`src/rtl/x_multdiv_unit_pkg.sv`:
```
// ISA constants, FSM encoding and decode helpers for the execute-stage
// multicycle mul/div engine.
package x_multdiv_unit_pkg;

    localparam int OPC_HI   = 31;
    localparam int OPC_LO   = 27;
    localparam int RD_HI    = 26;
    localparam int RD_LO    = 22;
    localparam int ALUOP_HI = 6;
    localparam int ALUOP_LO = 2;

    localparam logic [4:0] OPC_RTYPE   = 5'b00000;
    localparam logic [4:0] ALU_MUL     = 5'b00110;
    localparam logic [4:0] ALU_DIV     = 5'b00111;
    localparam int         RSTATUS_MUL = 4;
    localparam int         RSTATUS_DIV = 5;
    localparam logic [4:0] REG_RSTATUS = 5'd30;

    typedef enum logic [1:0] {
        MD_IDLE = 2'd0,
        MD_BUSY = 2'd1,
        MD_DONE = 2'd2
    } mdState_t;

    function automatic logic isMulDiv(input logic [31:0] ir);
        return (ir[OPC_HI:OPC_LO] == OPC_RTYPE) &&
               ((ir[ALUOP_HI:ALUOP_LO] == ALU_MUL) ||
                (ir[ALUOP_HI:ALUOP_LO] == ALU_DIV));
    endfunction

    function automatic logic isDivOp(input logic [31:0] ir);
        return ir[ALUOP_HI:ALUOP_LO] == ALU_DIV;
    endfunction

    function automatic logic [31:0] withRd(input logic [31:0] ir,
                                           input logic [4:0]  rd);
        logic [31:0] r;
        r = ir;
        r[RD_HI:RD_LO] = rd;
        return r;
    endfunction

endpackage

```
`src/rtl/x_multdiv_unit_md_iter_dp.sv`:
```
// Iterative mul/div datapath: one shift-add or restoring-divide step
// per cycle on unsigned magnitudes held in a double-width accumulator.
module md_iter_dp #(
    parameter int W = 32
) (
    input  logic           clk,
    input  logic           reset,
    input  logic           load,
    input  logic           step,
    input  logic           isDiv,
    input  logic [W-1:0]   opA,
    input  logic [W-1:0]   opB,
    output logic [2*W-1:0] accNext
);

    logic [2*W-1:0] acc;
    logic [W-1:0]   opReg;
    logic [W:0]     mulSum;
    logic [W:0]     remSh;
    logic [W-1:0]   remSub;
    logic           fits;

    // Low half starts as multiplier (mul) or dividend (div); the high
    // half accumulates partial product or partial remainder.
    always_comb begin
        mulSum  = {1'b0, acc[2*W-1:W]} + (acc[0] ? {1'b0, opReg} : '0);
        remSh   = acc[2*W-1:W-1];
        fits    = remSh >= {1'b0, opReg};
        remSub  = remSh[W-1:0] - opReg;
        accNext = {mulSum, acc[W-1:1]};
        if (isDiv) begin
            if (fits) accNext = {remSub, acc[W-2:0], 1'b1};
            else      accNext = {remSh[W-1:0], acc[W-2:0], 1'b0};
        end
    end

    always_ff @(posedge clk) begin
        if (reset) begin
            acc   <= '0;
            opReg <= '0;
        end else if (load) begin
            acc   <= {{W{1'b0}}, opA};
            opReg <= opB;
        end else if (step) begin
            acc   <= accNext;
        end
    end

endmodule

```
`src/rtl/x_multdiv_unit.sv`:
```
// Execute-stage multicycle mul/div: stalls the front of the pipe while
// iterating, then presents result and IR (rewritten on exception) to XM.
module x_multdiv_unit
    import x_multdiv_unit_pkg::*;
#(
    parameter int WIDTH     = 32,
    parameter int ITER_BITS = 6
) (
    input  logic             clk,
    input  logic             reset,
    input  logic [31:0]      ir_in,
    input  logic [WIDTH-1:0] a_in,
    input  logic [WIDTH-1:0] b_in,
    output logic             stall,
    output logic             md_valid,
    output logic [WIDTH-1:0] result_out,
    output logic [31:0]      ir_out,
    output logic             exception
);

    localparam logic [WIDTH-1:0] MIN_NEG = {1'b1, {(WIDTH-1){1'b0}}};

    mdState_t             state;
    logic [ITER_BITS-1:0] cnt;
    logic [31:0]          irReg;
    logic [31:0]          irOutReg;
    logic [WIDTH-1:0]     resultReg;
    logic                 signReg;
    logic                 isDivReg;
    logic                 divExcReg;
    logic                 excReg;

    logic                 isMd;
    logic                 opDiv;
    logic                 lastIter;
    logic [WIDTH-1:0]     magA;
    logic [WIDTH-1:0]     magB;
    logic [2*WIDTH-1:0]   accNext;
    logic [2*WIDTH-1:0]   mulSigned;
    logic [WIDTH:0]       mulHi;
    logic [WIDTH-1:0]     quot;
    logic                 mulOvf;
    logic                 finExc;
    logic [WIDTH-1:0]     finResult;

    assign isMd     = isMulDiv(ir_in);
    assign opDiv    = isDivOp(ir_in);
    assign magA     = a_in[WIDTH-1] ? -a_in : a_in;
    assign magB     = b_in[WIDTH-1] ? -b_in : b_in;
    assign lastIter = cnt == ITER_BITS'(WIDTH - 1);

    md_iter_dp #(.W(WIDTH)) uDp (
        .clk     (clk),
        .reset   (reset),
        .load    (state == MD_IDLE && isMd),
        .step    (state == MD_BUSY),
        .isDiv   (isDivReg),
        .opA     (magA),
        .opB     (magB),
        .accNext (accNext)
    );

    // Final result is formed from the last step's value so it can be
    // registered on the same edge that enters DONE.
    always_comb begin
        mulSigned = signReg ? -accNext : accNext;
        mulHi     = mulSigned[2*WIDTH-1:WIDTH-1];
        mulOvf    = !((&mulHi) || !(|mulHi));
        quot      = signReg ? -accNext[WIDTH-1:0] : accNext[WIDTH-1:0];
        finExc    = isDivReg ? divExcReg : mulOvf;
        finResult = isDivReg ? quot : mulSigned[WIDTH-1:0];
        if (finExc)
            finResult = isDivReg ? WIDTH'(RSTATUS_DIV) : WIDTH'(RSTATUS_MUL);
    end

    always_ff @(posedge clk) begin
        if (reset) begin
            state     <= MD_IDLE;
            cnt       <= '0;
            irReg     <= '0;
            irOutReg  <= '0;
            resultReg <= '0;
            signReg   <= 1'b0;
            isDivReg  <= 1'b0;
            divExcReg <= 1'b0;
            excReg    <= 1'b0;
        end else begin
            unique case (state)
                MD_IDLE: begin
                    if (isMd) begin
                        state     <= MD_BUSY;
                        cnt       <= '0;
                        irReg     <= ir_in;
                        signReg   <= a_in[WIDTH-1] ^ b_in[WIDTH-1];
                        isDivReg  <= opDiv;
                        divExcReg <= opDiv && ((b_in == '0) ||
                                     (a_in == MIN_NEG && b_in == '1));
                    end
                end
                MD_BUSY: begin
                    cnt <= cnt + 1'b1;
                    if (lastIter) begin
                        state     <= MD_DONE;
                        excReg    <= finExc;
                        resultReg <= finResult;
                        irOutReg  <= finExc ? withRd(irReg, REG_RSTATUS)
                                            : irReg;
                    end
                end
                MD_DONE: state <= MD_IDLE;
                default: state <= MD_IDLE;
            endcase
        end
    end

    always_comb begin
        stall      = 1'b0;
        md_valid   = 1'b0;
        result_out = '0;
        ir_out     = ir_in;
        exception  = 1'b0;
        unique case (state)
            MD_IDLE: begin
                if (isMd) begin
                    stall  = 1'b1;
                    ir_out = '0;
                end
            end
            MD_BUSY: begin
                stall  = 1'b1;
                ir_out = '0;
            end
            MD_DONE: begin
                md_valid   = 1'b1;
                result_out = resultReg;
                ir_out     = irOutReg;
                exception  = excReg;
            end
            default: ;
        endcase
    end

endmodule

```
`config.mk`:
```
export PLATFORM = sky130hd
export DESIGN_NAME = x_multdiv_unit
export DESIGN_NICKNAME = d
export VERILOG_FILES = /design/src/rtl/x_multdiv_unit_pkg.sv /design/src/rtl/x_multdiv_unit_md_iter_dp.sv /design/src/rtl/x_multdiv_unit.sv
export SDC_FILE = /design/constraint.sdc
export NUM_CORES = 1
export LEC_CHECK = 0
export BUFFER_PORTS_ARGS = -buffer_cell sky130_fd_sc_hd__buf_2
export CORE_MARGIN = 2
export CORE_UTILIZATION = 62
export CTS_BUF_LIST = sky130_fd_sc_hd__clkbuf_8
export CTS_CLUSTER_DIAMETER = 100
export DETAILED_ROUTE_END_ITERATION = 12
export PLACE_DENSITY = 0.84
export SLEW_MARGIN = 20
export SYNTH_ARGS = -nofsm -noshare
export SYNTH_HDL_FRONTEND = slang
export SYNTH_HIERARCHICAL = 1
export SYNTH_SLANG_ARGS = --single-unit
export TNS_END_PERCENT = 30
```
`constraint.sdc`:
```
create_clock -name clk -period 7 [get_ports clk]
set_input_delay 0.7 -clock clk [delete_from_list [all_inputs] [get_ports clk]]
set_output_delay 0.7 -clock clk [all_outputs]
set_load 0.03 [all_outputs]
```
# After elaboration in Yosys (flattened, before gate mapping)
# Cells that the tools add are included.
[totals]
reg_bits = 204
latchBits = 0
mem_bits_rw = 0
mem_bits_ro = 0
n_memories = 0
[op_classes]
addsub = 7
multipliers = 0
div_mod_pow = 0
magnitude_cmp = 1
eq_ne = 9
shifts = 0
n_mux = 26
bitwise_logic = 1
reduce_logical = 21
[op_table]
columns = ["op", "count"]
rows = [
  ["32-bit 2-to-1 mux", 10],
  ["64-bit 2-to-1 mux", 3],
  ["32-bit negator", 3],
  ["32-bit one-hot mux with 3 select lines", 1],
  ["32-bit == test (second input constant)", 2],
  ["64-bit negator", 1],
  ["32-bit by 32-bit adder with 33-bit output", 1],
  ["33-bit by 32-bit greater-or-equal comparator with 1-bit output", 1],
  ["33-bit AND reduction", 1],
  ["33-bit OR reduction", 1],
  ["32-bit zero test", 1],
  ["32-bit subtractor", 1],
  ["27-bit 2-to-1 mux", 1],
  ["6-bit one-hot mux with 2 select lines", 1],
  ["5-bit by 3-bit == test with 1-bit output (second input constant)", 2],
  ["2-bit AND reduction", 4],
  ["6-bit by 1-bit adder with 6-bit output (second input constant)", 1],
  ["6-bit by 5-bit == test with 1-bit output (second input constant)", 1],
  ["6-bit 2-to-1 mux", 1],
  ["5-bit zero test", 1],
  ["1-bit 2-to-1 mux", 5],
  ["1-bit logical AND", 4],
  ["2-bit 2-to-1 mux", 2],
  ["2-bit != test (second input constant)", 2],
  ["other kinds (10)", 14],
]

# Depth between registers and ports, before layout
# Gate-level depths: netlist of run 1.
[depth]
depth_word = 11
ltp_mapped = 26
ltp_nobuf = 23

# Cells and area by module
# Netlist of run 1, hierarchy kept.
[by_module_without_submodules]
columns = ["mod", "n_inst", "cells_per_inst", "area_per_inst_um2", "seq_area_each_um2"]
rows = [
  ["md_iter_dp", 1, 1164, 8607.0, 1921.8],
  ["x_multdiv_unit", 1, 993, 7582.3, 2162.1],
]

# Worst setup path before layout of run 1
# OpenSTA, ideal clock, no wires.
[synth_timing]
path_kind = "register to register"
from = "reg uDp.opReg[1]"
to = "reg resultReg[1]"
setup_time_ps = 67
arrival_ps = 5778
required_ps = 6933
setup_slack_ps = 1155
path_stages_with_launch = 24
n_path_buf = 2
path_cell_list = "dfxtp_1 > inv_1 > ha_1 > nor2b_2 > o2111ai_1 > a2111oi_2 > nor3_1 > a211o_1 > o21ai_2 > buf_6 > mux2_1 > a21oi_1 > inv_1 > or4_1 > nor4b_2 > nand2_1 > o31ai_1 > xor2_1 > nand4_1 > or4_4 > nor4_4 > o211ai_2 > buf_6 > o21ai_2"
[synth_between]
elab_chain_len = 11
[synth_rtl]
columns = ["element", "line_no", "rtl"]
rows = [
  ["start, declared", "x_multdiv_unit_md_iter_dp.sv:17", "logic [W-1:0] opReg;"],
  ["start signal, assigned", "x_multdiv_unit_md_iter_dp.sv:43", "opReg <= opB;"],
  ["32-bit 2-to-1 mux (tied with other cells)", "x_multdiv_unit_md_iter_dp.sv:26", "mulSum = {1'b0, acc[2*W-1:W]} + (acc[0] ? {1'b0, opReg} : '0);"],
  ["32-bit by 32-bit adder with 33-bit output / 64-bit 2-to-1 mux (equally long branches)", "x_multdiv_unit_md_iter_dp.sv:26, x_multdiv_unit_md_iter_dp.sv:32", ""],
  ["64-bit 2-to-1 mux (*)", "x_multdiv_unit_md_iter_dp.sv:31", "if (isDiv) begin"],
  ["net accNext[47]", "x_multdiv_unit.sv:38", "logic [2*WIDTH-1:0] accNext;"],
  ["64-bit negator", "x_multdiv_unit.sv:66", "mulSigned = signReg ? -accNext : accNext;"],
  ["64-bit 2-to-1 mux (*)", "x_multdiv_unit.sv:66", ""],
  ["33-bit OR reduction", "x_multdiv_unit.sv:68", "mulOvf = !((&mulHi) || !(|mulHi));"],
  ["1-bit zero test", "x_multdiv_unit.sv:68", ""],
  ["1-bit logical OR (*)", "x_multdiv_unit.sv:68", ""],
  ["1-bit zero test (*)", "x_multdiv_unit.sv:68", ""],
  ["1-bit 2-to-1 mux (*)", "x_multdiv_unit.sv:70", "finExc = isDivReg ? divExcReg : mulOvf;"],
  ["32-bit 2-to-1 mux (*)", "x_multdiv_unit.sv:72", "if (finExc)"],
  ["end signal, assigned", "x_multdiv_unit.sv:105", "resultReg <= finResult;"],
  ["end, declared", "x_multdiv_unit.sv:27", "logic [WIDTH-1:0] resultReg;"],
]
# The timed path passes the listed nets; every way through them passes the cells marked *.
# A chain may end at the register's enable or synchronous reset.

# Worst setup path in the final report of run 1
[layout_timing]
from = "reg uDp.acc[0]"
to = "reg resultReg[20]"
[layout_between]
elab_chain_len = 11
[layout_rtl]
columns = ["element", "line_no", "rtl"]
rows = [
  ["start, declared", "x_multdiv_unit_md_iter_dp.sv:16", "logic [2*W-1:0] acc;"],
  ["start signal, assigned", "x_multdiv_unit_md_iter_dp.sv:42", "acc <= {{W{1'b0}}, opA};"],
  ["start signal, assigned", "x_multdiv_unit_md_iter_dp.sv:45", "acc <= accNext;"],
  ["32-bit 2-to-1 mux (*)", "x_multdiv_unit_md_iter_dp.sv:26", ""],
  ["32-bit by 32-bit adder with 33-bit output (*)", "x_multdiv_unit_md_iter_dp.sv:26", ""],
  ["64-bit 2-to-1 mux (*)", "x_multdiv_unit_md_iter_dp.sv:31", ""],
  ["net accNext[54]", "x_multdiv_unit.sv:38", ""],
  ["64-bit negator", "x_multdiv_unit.sv:66", ""],
  ["64-bit 2-to-1 mux (*)", "x_multdiv_unit.sv:66", ""],
  ["33-bit OR reduction", "x_multdiv_unit.sv:68", ""],
  ["1-bit zero test", "x_multdiv_unit.sv:68", ""],
  ["1-bit logical OR (*)", "x_multdiv_unit.sv:68", ""],
  ["1-bit zero test (*)", "x_multdiv_unit.sv:68", ""],
  ["1-bit 2-to-1 mux (*)", "x_multdiv_unit.sv:70", ""],
  ["32-bit 2-to-1 mux (*)", "x_multdiv_unit.sv:72", ""],
]
# Marked as above.

==> results.sh, run 1 <==
export IMPL_syn_nets=2327
export IMPL_routabilityCongestion=1.04
export IMPL_slowest_delay_ns=0.58
export IMPL_cts_tree="yes"
export IMPL_slew_violations=0
export IMPL_die_h_um=166
export IMPL_netlist_area_um2=16200
export IMPL_htree_levels=2
export IMPL_grt_start_max_net_pins=76
export IMPL_crit_path_top_delay_cell="dfxtp_1"
export IMPL_clkSlewWorstSetupHoldPaths_ns=0.06
export IMPL_synthFlopType="dfxtp_1"
export IMPL_startpoint_type="flip-flop"
export IMPL_power_density_nw_per_um2=140
export IMPL_synth_seq_area_share_pct=25.2
export IMPL_synth_edf_count=0
export IMPL_dr_pass1_iters=5
export IMPL_initial_utilization_pct=62.7
export IMPL_cp_required_ns=7.47
export IMPL_grt_antenna_before_repair=1
export IMPL_muxShareOfSynthArea_pct=5.49
export IMPL_grt_pass1_wl_um=75500
export IMPL_antenna_cells=0
export IMPL_cp_endpoint="resultReg[20]"
export IMPL_grt_pass1_vias=14751
export IMPL_ff2ff_path_depth=22
export IMPL_finalCritPeriodShare_pct=95.0
export IMPL_synth_top_family_by_area="simple AND/OR/NAND/NOR gates"
export IMPL_synth_xor_area_share_pct=8.98
export IMPL_max_slew_worst_pin_slew_ns=1.02
export IMPL_vias=16630
export IMPL_yosysWarningCount=6
export IMPL_r2r_start="uDp/acc[0]"
export IMPL_hold_path_class="input pin to flip-flop"
export IMPL_post_route_util_pct=69.2
export IMPL_yosysUniqueCellTypes=93
export IMPL_area_delta_synth_final_pct=10.4
export IMPL_drc=0
export IMPL_leakagePower_nw=7.72
export IMPL_fmax_mhz=150
export IMPL_finalSetupViolCount=0
export IMPL_max_slew_margin_pct=31.8
export IMPL_critical_path_class="flip-flop to flip-flop"
export IMPL_clockRootBuffer="clkbuf_8"
export IMPL_path_common_cell="o21ai_0"
export IMPL_netlist_instances=2157
export IMPL_dieWidth_um=166
export IMPL_power_mw=2.51
export IMPL_synthSimpleGateAreaFrac_pct=25.8
export IMPL_detail_route_antenna_nets=0
export IMPL_reg2reg_to="resultReg[20]"
export IMPL_die_area_um2=27400
export IMPL_grt_usage_pct=34.1
export IMPL_syn_area_per_cell_um2=7.51
export IMPL_worstSkewPairLatency_ns=0.55
export IMPL_synth_compound_area_share_pct=23.9
export IMPL_cts_sinks=204
export IMPL_drt_iter0_drc=1517
export IMPL_vias_per_cell=6.36
export IMPL_crit_chain="buf_4 > and2_1 > ha_1 > a21oi_1 > o21ai_0 > a221o_1 > a21o_1 > nor2_1 > o21ai_0 > xnor2_1 > mux2i_1 > or4_1 > nor2_1 > nand2_1 > o41ai_2 > xor2_1 > or4_1 > nor4_1 > a41o_1 > o211ai_2 > buf_4 > o21ai_0"
export IMPL_rows=59
export IMPL_hold_viol_final=0
export IMPL_ys_ff_latch=204
export IMPL_reg2reg_slack_ns=0.35
export IMPL_wirelength_um=48400
export IMPL_num_nets_final=2422
export IMPL_io_pins=165
export IMPL_crit_start="uDp/acc[0]"
export IMPL_cts_max_path_buffers=3
export IMPL_postPlaceCellArea_um2=17100
export IMPL_post_cts_buffers=0
export IMPL_drive_gt1_share_pct=15.3
export IMPL_dp_hpwl_um=35800
export IMPL_io_buffers=164
export IMPL_cp_end_kind="flip-flop"
export IMPL_synthAdderAreaFrac_pct=5.66
export IMPL_finClkSkew_ns=0.0186
export IMPL_async_flop_share_pct=0
export IMPL_stdcell_area_um2=17900
export IMPL_worstPathArrival_ns=7.12
export IMPL_gr_total_overflow=0
export IMPL_postCtsHoldBufs=0
export IMPL_path_max_fanout=25
export IMPL_core_um2=25800
export IMPL_period_minus_slack_ns=6.65
export IMPL_vdd_ir_drop_worst_mv=0.164
export IMPL_outcome="finished, final reports clean"
export IMPL_wl_per_cell_um=18.5
export IMPL_cts_made_buffers=37
export IMPL_drv_cap=0
[worst max-delay path: cells and delay by family (launching register included)]
family          cells  cell delay [ns]
xor+xnor            2             0.40
fa+ha+maj           1             0.30
simple gates        7             2.33
buf+inv             2             0.59
flops               1             0.58
mux                 1             0.23
compound gates      9             2.13
[flip-flops by register name, indices dropped and copies added (netlist names), 2 cells and up]
signal	cells
irReg	32
state	2
uDp/opReg	32
uDp/acc	64
cnt	6
irOutReg	32
resultReg	32
[report_power, final]
group / leakage [nW] / switching (mW) / internal, mW
logic: 5.66 / 0.161 / 0.0946
clock network: 0.424 / 0.521 / 0.565
registers: 1.64 / 0.00169 / 1.16
[layout make-up]
cell class	count	area [um^2]
multi-input cells	1752	11400
fillers	2137	7970
flip-flops and latches	204	4090
repair buffers	190	1030
clock buffers	43	592
well taps	335	419
inverters	67	254
clock inverters	22	108
[layout by cell type (no fill, tap or decap), types with 7 or more instances in the layout]
cell type | synthesis | layout
and2_1 | 78 | 78
dfxtp_1 | 204 | 202
a21oi_1 | 162 | 162
nor3_1 | 41 | 39
a31oi_1 | 24 | 23
inv_1 | 66 | 81
nor2_1 | 226 | 224
nor4_1 | 14 | 14
o21ai_2 | 21 | 21
buf_2 | 10 | 163
nand2b_1 | 16 | 16
nand2_1 | 300 | 300
or3_1 | 46 | 46
nand4_1 | 29 | 29
o21a_1 | 22 | 21
buf_4 | 2 | 26
xor2_1 | 65 | 65
o21ai_0 | 82 | 82
xnor2_1 | 101 | 101
or4_1 | 23 | 23
mux2_2 | 37 | 37
nand3_1 | 31 | 31
ha_1 | 70 | 70
nand4b_1 | 7 | 7
o31ai_1 | 46 | 46
o21bai_1 | 7 | 7
a21o_1 | 25 | 25
a22o_1 | 28 | 28
or2_2 | 9 | 9
mux2i_1 | 46 | 46
clkbuf_8 | 0 | 43
o41ai_1 | 15 | 15
a211oi_1 | 27 | 26
and3_1 | 7 | 7
[synth_stat cells (7+ instances only)]
library cell	n	area, um^2
nor4_1	14	87.6
or3_1	46	288
nand3_1	31	155
nand4b_1	7	61.3
buf_2	10	50.1
nand2b_1	16	100
xnor2_1	101	885
nand4_1	29	181
a21o_1	25	188
xor2_1	65	569
or2_2	9	56.3
nand2_1	300	1130
a211oi_1	27	203
inv_1	66	248
and3_1	7	43.8
nor2_1	226	848
nor3_1	41	205
o31ai_1	46	345
or4_1	23	173
mux2_2	37	417
o41ai_1	15	131
a31oi_1	24	150
a21oi_1	162	811
clkbuf_1	111	417
o21ai_0	82	410
buf_1	7	26.3
dfxtp_1	204	4080
o21bai_1	7	52.6
o21a_1	22	165
mux2i_1	46	460
a22o_1	28	245
and2_1	78	488
o21ai_2	21	184
ha_1	70	876
[timing repair]
| item | in CTS | in global routing |
|---|---|---|
| hold endpoints to repair | 0 | 0 |
| gates resized for setup | 0 | 8 |
| endpoints found under the setup margin | 0 | 37 |
[how the worst min path moves through the flow]
stage,start,cells after the start,end
floorplan,resultReg[20],2,resultReg[20]
global placement,resultReg[1],2,resultReg[1]
detailed placement,resultReg[7],2,resultReg[7]
CTS,ir_in[25],3,irReg[25]
global route,ir_in[13],3,irReg[13]
finish,ir_in[11],3,irReg[11]
[layer usage]
layer,GRT usage (%),up-vias,part of all wire (%)
li1,-,7900,-
met1,46.9,7819,44
met2,53.8,770,45
met3,5.42,139,8.1
met4,12.8,2,3.7
met5,0,-,0.027
[metrics by stage]
stage          hold WS, ns  cells  setup TNS, ns  setup slack (ns)
3_3_place_gp         0.429   2547              0             0.560
5_1_grt              0.395   2613       -0.00648          -0.00648
2_1_floorplan        0.417   2157              0              1.15
6_report             0.413   2613              0             0.353
4_1_cts              0.386   2612              0             0.372
3_5_place_dp         0.434   2547              0             0.396
[cells by family (layout without fill, tap and decap cells)]
| family | after synthesis | after routing |
|---|---|---|
| flip-flops | 204 | 204 |
| XOR/XNOR | 166 | 166 |
| adder cells (fa/ha/maj) | 72 | 72 |
| AO/OA/AOI/OAI | 565 | 565 |
| AND/OR/NAND/NOR | 865 | 865 |
| multiplexers | 84 | 84 |
| buffers and inverters | 201 | 322 |
(Power assumes the default switching activity.)
==> run 2, diff against run 1 <==
Settings changed: CELL_PAD_IN_SITES_DETAIL_PLACEMENT from default to 1, CELL_PAD_IN_SITES_GLOBAL_PLACEMENT from default to 2, CORE_UTILIZATION 62 to 36.
==> run 2 against run 1 <==
Compared with the run above: largest power group is now the clock network; count of clock-buffer cells in the layout up 8; wire length up 18%; register-to-register slack better by 0.09 ns; largest cell class unchanged; clock skew up 0.0099 ns; combinational power up 3%; sequential share of layout area down 0.67 points.
==> results.sh, run 2 (same netlist as run 1, synthesis figures left out) <==
export IMPL_cts_made_buffers=40
export IMPL_slew_violations=0
export IMPL_stdcell_count=2888
export IMPL_vias_per_cell=5.62
export IMPL_grt_start_max_net_pins=75
export IMPL_finClkSkew_ns=0.0285
export IMPL_drv_cap=0
export IMPL_dp_cells=2817
export IMPL_core_um2=44300
export IMPL_dieWidth_um=216
export IMPL_reg2reg_to="resultReg[25]"
export IMPL_startpoint_type="flip-flop"
export IMPL_gr_total_overflow=0
export IMPL_finalCritPeriodShare_pct=93.7
export IMPL_fin_ws_ns=0.443
export IMPL_die_h_um=216
export IMPL_drive_gt1_share_pct=16.4
export IMPL_final_cell_mix="nand2_1 (299), nor2_1 (223), dfxtp_1 (201)"
export IMPL_reg2reg_slack_ns=0.44
export IMPL_cts_max_path_buffers=3
export IMPL_detail_route_antenna_nets=0
export IMPL_leakagePower_nw=7.85
export IMPL_stdcell_area_um2=18400
export IMPL_cp_endpoint="resultReg[25]"
export IMPL_switching_power_uw=748
export IMPL_power_density_nw_per_um2=145
export IMPL_cp_required_ns=7.51
export IMPL_wl_per_cell_um=19.8
export IMPL_regMostFlops="uDp/acc"
export IMPL_die_area_um2=46700
export IMPL_drt_iter0_drc=915
export IMPL_initial_utilization_pct=36.5
export IMPL_fill_cells=5598
export IMPL_grt_usage_pct=24.0
export IMPL_grt_pass1_vias=16366
export IMPL_grt_antenna_before_repair=1
export IMPL_drc=0
export IMPL_clockRootBuffer="clkbuf_8"
export IMPL_outcome="finished, final reports clean"
export IMPL_worstPathArrival_ns=7.07
export IMPL_vdd_ir_drop_worst_mv=0.0888
export IMPL_layout_commonest_cell="nand2_1"
export IMPL_pre_cts_ws_ns=0.160
export IMPL_rows=77
export IMPL_cts_sinks=204
export IMPL_vias=16229
export IMPL_crit_path_top_delay_cell="or4_4"
export IMPL_cp_end_kind="flip-flop"
export IMPL_r2r_start="uDp/acc[35]"
export IMPL_slowest_delay_ns=0.56
export IMPL_clockPowerShare_pct=46.4
export IMPL_worstSkewPairLatency_ns=0.62
export IMPL_io_buffers=164
export IMPL_io_pins=165
export IMPL_hold_path_class="input pin to flip-flop"
export IMPL_grt_pass1_wl_um=91000
export IMPL_finalSetupViolCount=0
export IMPL_post_route_util_pct=41.6
export IMPL_postCtsHoldBufs=0
export IMPL_routabilityCongestion=0.935
export IMPL_critical_path_class="flip-flop to flip-flop"
export IMPL_wirelength_um=57100
export IMPL_p_sw_share_pct=28.1
export IMPL_pwr_share_seq_pct=43.7
export IMPL_max_slew_worst_pin_slew_ns=1.03
export IMPL_largest_register_ffs=64
export IMPL_area_delta_synth_final_pct=13.8
export IMPL_period_minus_slack_ns=6.56
export IMPL_num_nets_final=2438
export IMPL_intPower_mw=1.92
export IMPL_dp_hpwl_um=43700
export IMPL_fmax_mhz=153
export IMPL_hp_start="ir_in[0]"
export IMPL_pwr_share_comb_pct=9.9
export IMPL_hold_viol_final=0
export IMPL_path_max_fanout=25
export IMPL_max_slew_margin_pct=31.0
export IMPL_crit_chain="ha_1 > a21o_1 > a31oi_1 > a2111oi_4 > nor3_2 > a211o_1 > o21ai_2 > buf_6 > mux2i_1 > a21oi_1 > nor3_2 > and4b_1 > buf_4 > nand3_1 > o31ai_1 > xor2_1 > nand4_1 > or4_4 > nor4_4 > o211ai_2 > buf_4 > o21ai_0"
export IMPL_antenna_cells=0
export IMPL_dr_pass1_iters=4
export IMPL_crit_start="uDp/acc[35]"
export IMPL_cts_tree="yes"
export IMPL_ff2ff_path_depth=22
export IMPL_rsz0062_at_grt="no"
export IMPL_clkSlewWorstSetupHoldPaths_ns=0.06
export IMPL_htree_levels=2
export IMPL_tns_ns=0
export IMPL_postPlaceCellArea_um2=17500
## run 2: metrics by stage
stage / hold WS [ns] / total power, mW
3_5_place_dp: 0.441 / 1.45
3_3_place_gp: 0.433 / 1.45
2_1_floorplan: 0.417 / 1.35
4_1_cts: 0.314 / 2.70
6_report: 0.359 / 2.66
5_1_grt: 0.330 / 2.78
## run 2: final cells by class
class | count | area (um^2) | share of cell area, %
Clock buffer | 51 | 702 | 3.81
Clock inverter | 19 | 106 | 0.577
Inverter | 67 | 254 | 1.38
Multi-Input combinational cell | 1752 | 11400 | 61.9
Sequential cell | 204 | 4090 | 22.2
Tap cell | 592 | 741 | 4.02
Timing Repair Buffer | 203 | 1120 | 6.08
## run 2: critical path: cells and delay by family (launching register included)
kind                     cells  cell delay, ns
AO/OA/AOI/OAI                9            2.40
XOR/XNOR                     1            0.32
adder cells (fa/ha/maj)      1            0.43
buffers and inverters        3            0.67
flip-flops                   1            0.35
multiplexers                 1            0.33
AND/OR/NAND/NOR              7            1.95
## run 2: power by group through the flow
stage,Clock (mW),Sequential [mW],Combinational (mW)
2_1_floorplan,0,1.19,0.161
3_3_place_gp,0,1.19,0.257
3_5_place_dp,0,1.19,0.262
4_1_cts,1.28,1.16,0.263
5_1_grt,1.33,1.16,0.287
6_report,1.24,1.16,0.264
## run 2: worst min-delay path by stage
stage	end	slack, ns	cells after the start
2_1_floorplan	resultReg[20]	0.42	2
3_3_place_gp	resultReg[7]	0.43	2
3_5_place_dp	resultReg[3]	0.44	2
4_1_cts	irReg[16]	0.31	3
5_1_grt	irReg[0]	0.33	3
6_report	irReg[0]	0.36	3
## run 2: routing by layer
| metal | wire, um | track usage [%] |
|---|---|---|
| met2 | 26700 | 40.0 |
| met5 | 0 | 0 |
| met3 | 2140 | 3.07 |
| met1 | 27300 | 32.9 |
| met4 | 1070 | 5.55 |
## run 2: timing repair
action	4_1_cts	5_1_grt
hold endpoints to repair	0	0
setup endpoints to repair	0	38
setup buffers	0	1
gates resized for setup	0	15
==> run 3, diff against run 2 <==
Settings changed: CORE_ASPECT_RATIO from default to 0.8.
==> run 3 against run 2 <==
Compared with the run above: count of clock-buffer cells in the layout down 1; wire length up 2.4%; register-to-register slack about the same; worst hold slack worse by 0.022 ns; die area about the same; global-route usage up 0.64 points; design area up 1.1%; critical path depth down 2; clock power up 15%; flip-flop and latch count unchanged.
==> results.sh, run 3 (same netlist as run 1, synthesis figures left out) <==
export IMPL_outcome="finished, final reports clean"
export IMPL_dr_pass1_iters=5
export IMPL_grt_usage_pct=24.6
export IMPL_final_cell_mix="nand2_1 (299), nor2_1 (223), dfxtp_1 (201)"
export IMPL_leakagePower_nw=7.94
export IMPL_vias=16364
export IMPL_hold_path_class="input pin to flip-flop"
export IMPL_grt_pass1_vias=16316
export IMPL_ff2ff_path_depth=20
export IMPL_vdd_ir_drop_worst_mv=0.115
export IMPL_wl_per_cell_um=20.1
export IMPL_wirelength_um=58500
export IMPL_regMostFlops="uDp/acc"
export IMPL_io_buffers=164
export IMPL_cp_end_kind="flip-flop"
export IMPL_dieWidth_um=241
export IMPL_antenna_cells=0
export IMPL_reg2reg_slack_ns=0.43
export IMPL_dp_cells=2831
export IMPL_grt_start_max_net_pins=72
export IMPL_max_slew_margin_pct=32.8
export IMPL_die_h_um=194
export IMPL_min_to="irReg[22]"
export IMPL_drc=0
export IMPL_io_pins=165
export IMPL_grt_pass1_wl_um=92400
export IMPL_postCtsHoldBufs=0
export IMPL_dp_hpwl_um=44700
export IMPL_clockRootBuffer="clkbuf_8"
export IMPL_cts_tree="yes"
export IMPL_max_slew_worst_pin_slew_ns=1.01
export IMPL_slew_violations=0
export IMPL_reg2reg_to="resultReg[23]"
export IMPL_finClkSkew_ns=0.0561
export IMPL_holdPathStages=3
export IMPL_path_max_fanout=29
export IMPL_rsz0062_at_grt="no"
export IMPL_drv_cap=0
export IMPL_core_um2=44400
export IMPL_cts_sinks=204
export IMPL_period_minus_slack_ns=6.57
export IMPL_detail_route_antenna_nets=0
export IMPL_drt_iter0_drc=1143
export IMPL_hold_viol_final=0
export IMPL_power_density_nw_per_um2=153
export IMPL_drive_gt1_share_pct=16.9
export IMPL_startpoint_type="flip-flop"
export IMPL_cts_max_path_buffers=3
export IMPL_clkSlewWorstSetupHoldPaths_ns=0.06
export IMPL_routabilityCongestion=0.924
export IMPL_htree_levels=2
export IMPL_r2r_start="uDp/acc[33]"
export IMPL_tns_ns=0
export IMPL_fmax_mhz=152
export IMPL_area_delta_synth_final_pct=15.0
export IMPL_grt_antenna_before_repair=4
export IMPL_initial_utilization_pct=36.5
export IMPL_critical_path_class="flip-flop to flip-flop"
export IMPL_largest_register_ffs=64
export IMPL_worstSkewPairLatency_ns=0.62
export IMPL_vias_per_cell=5.63
export IMPL_stdcell_count=2909
export IMPL_gr_total_overflow=0
export IMPL_finalSetupViolCount=0
export IMPL_num_nets_final=2446
export IMPL_whs_ns=0.336
export IMPL_rows=69
export IMPL_finalCritPeriodShare_pct=93.8
export IMPL_die_area_um2=46700
export IMPL_cp_required_ns=7.52
export IMPL_layout_commonest_cell="nand2_1"
export IMPL_worstPathArrival_ns=7.09
export IMPL_cts_made_buffers=41
export IMPL_fill_cells=5541
export IMPL_hp_start="ir_in[22]"
[run 3: layer usage]
layer / up-vias / global-route usage, % / part of all wire [%]
met2: 345 / 37.5 / 43
met3: 94 / 4.36 / 5.1
met5: - / 0 / 0.082
met1: 7959 / 35.6 / 50
li1: 7958 / - / -
met4: 8 / 6.52 / 2.2
[run 3: worst max-delay path, stage by stage (launching register included)]
cell	delay, ns
dfxtp_1	0.39
ha_1	0.54
o2111ai_1	0.30
a2111oi_4	0.44
nor3_2	0.13
a211o_2	0.39
o21ai_2	0.25
buf_12	0.24
mux2i_1	0.36
a21oi_1	0.24
nor3_2	0.29
and4b_2	0.33
nand3_1	0.21
o41ai_2	0.41
xor2_1	0.14
or4_1	0.54
nor4_1	0.38
a41o_1	0.31
o211ai_2	0.09
buf_4	0.26
o21ai_0	0.21
[run 3: power by group]
| part | switching [mW] | leakage [nW] | internal (mW) |
|---|---|---|---|
| Sequential | 0.00158 | 1.64 | 1.16 |
| Clock | 0.587 | 0.525 | 0.836 |
| Combinational | 0.174 | 5.77 | 0.0982 |
[run 3: metrics by stage]
step           setup WS, ns  power, mW  util (%)  area [um^2]
5_1_grt              0.0690       2.97      42.0        18600
3_5_place_dp         0.0174       1.46      39.6        17600
2_1_floorplan          1.15       1.35         -        16200
4_1_cts              0.0707       2.90      41.7        18500
6_report              0.434       2.86      42.0        18600
3_3_place_gp          0.168       1.45      39.6        17600
[run 3: worst max-delay path by stage]
stage	slack, ns	to	startpoint	cells after the start
6_report	0.43	resultReg[23]	uDp/acc[33]	20
5_1_grt	0.07	resultReg[22]	uDp/opReg[1]	22
4_1_cts	0.07	resultReg[23]	uDp/opReg[1]	22
3_5_place_dp	0.02	resultReg[23]	uDp/opReg[1]	22
3_3_place_gp	0.17	resultReg[20]	uDp/acc[0]	23
2_1_floorplan	1.15	resultReg[1]	uDp/opReg[1]	23
[run 3: repair_timing]
action                     4_1_cts  5_1_grt
buffers inserted                 0        5
pin swaps                        0        4
setup endpoints to repair        1       38
gates resized for setup          1       16
gates cloned                     0        0
[run 3: final cells by class]
| class | instances | area (um^2) | area share (%) |
|---|---|---|---|
| multi-input cells | 1752 | 11400 | 61.3 |
| flip-flops and latches | 204 | 4090 | 22.0 |
| repair buffers | 210 | 1180 | 6.34 |
| well taps | 603 | 754 | 4.05 |
| clock buffers | 50 | 688 | 3.69 |
| inverters | 67 | 254 | 1.36 |
| clock inverters | 23 | 245 | 1.32 |
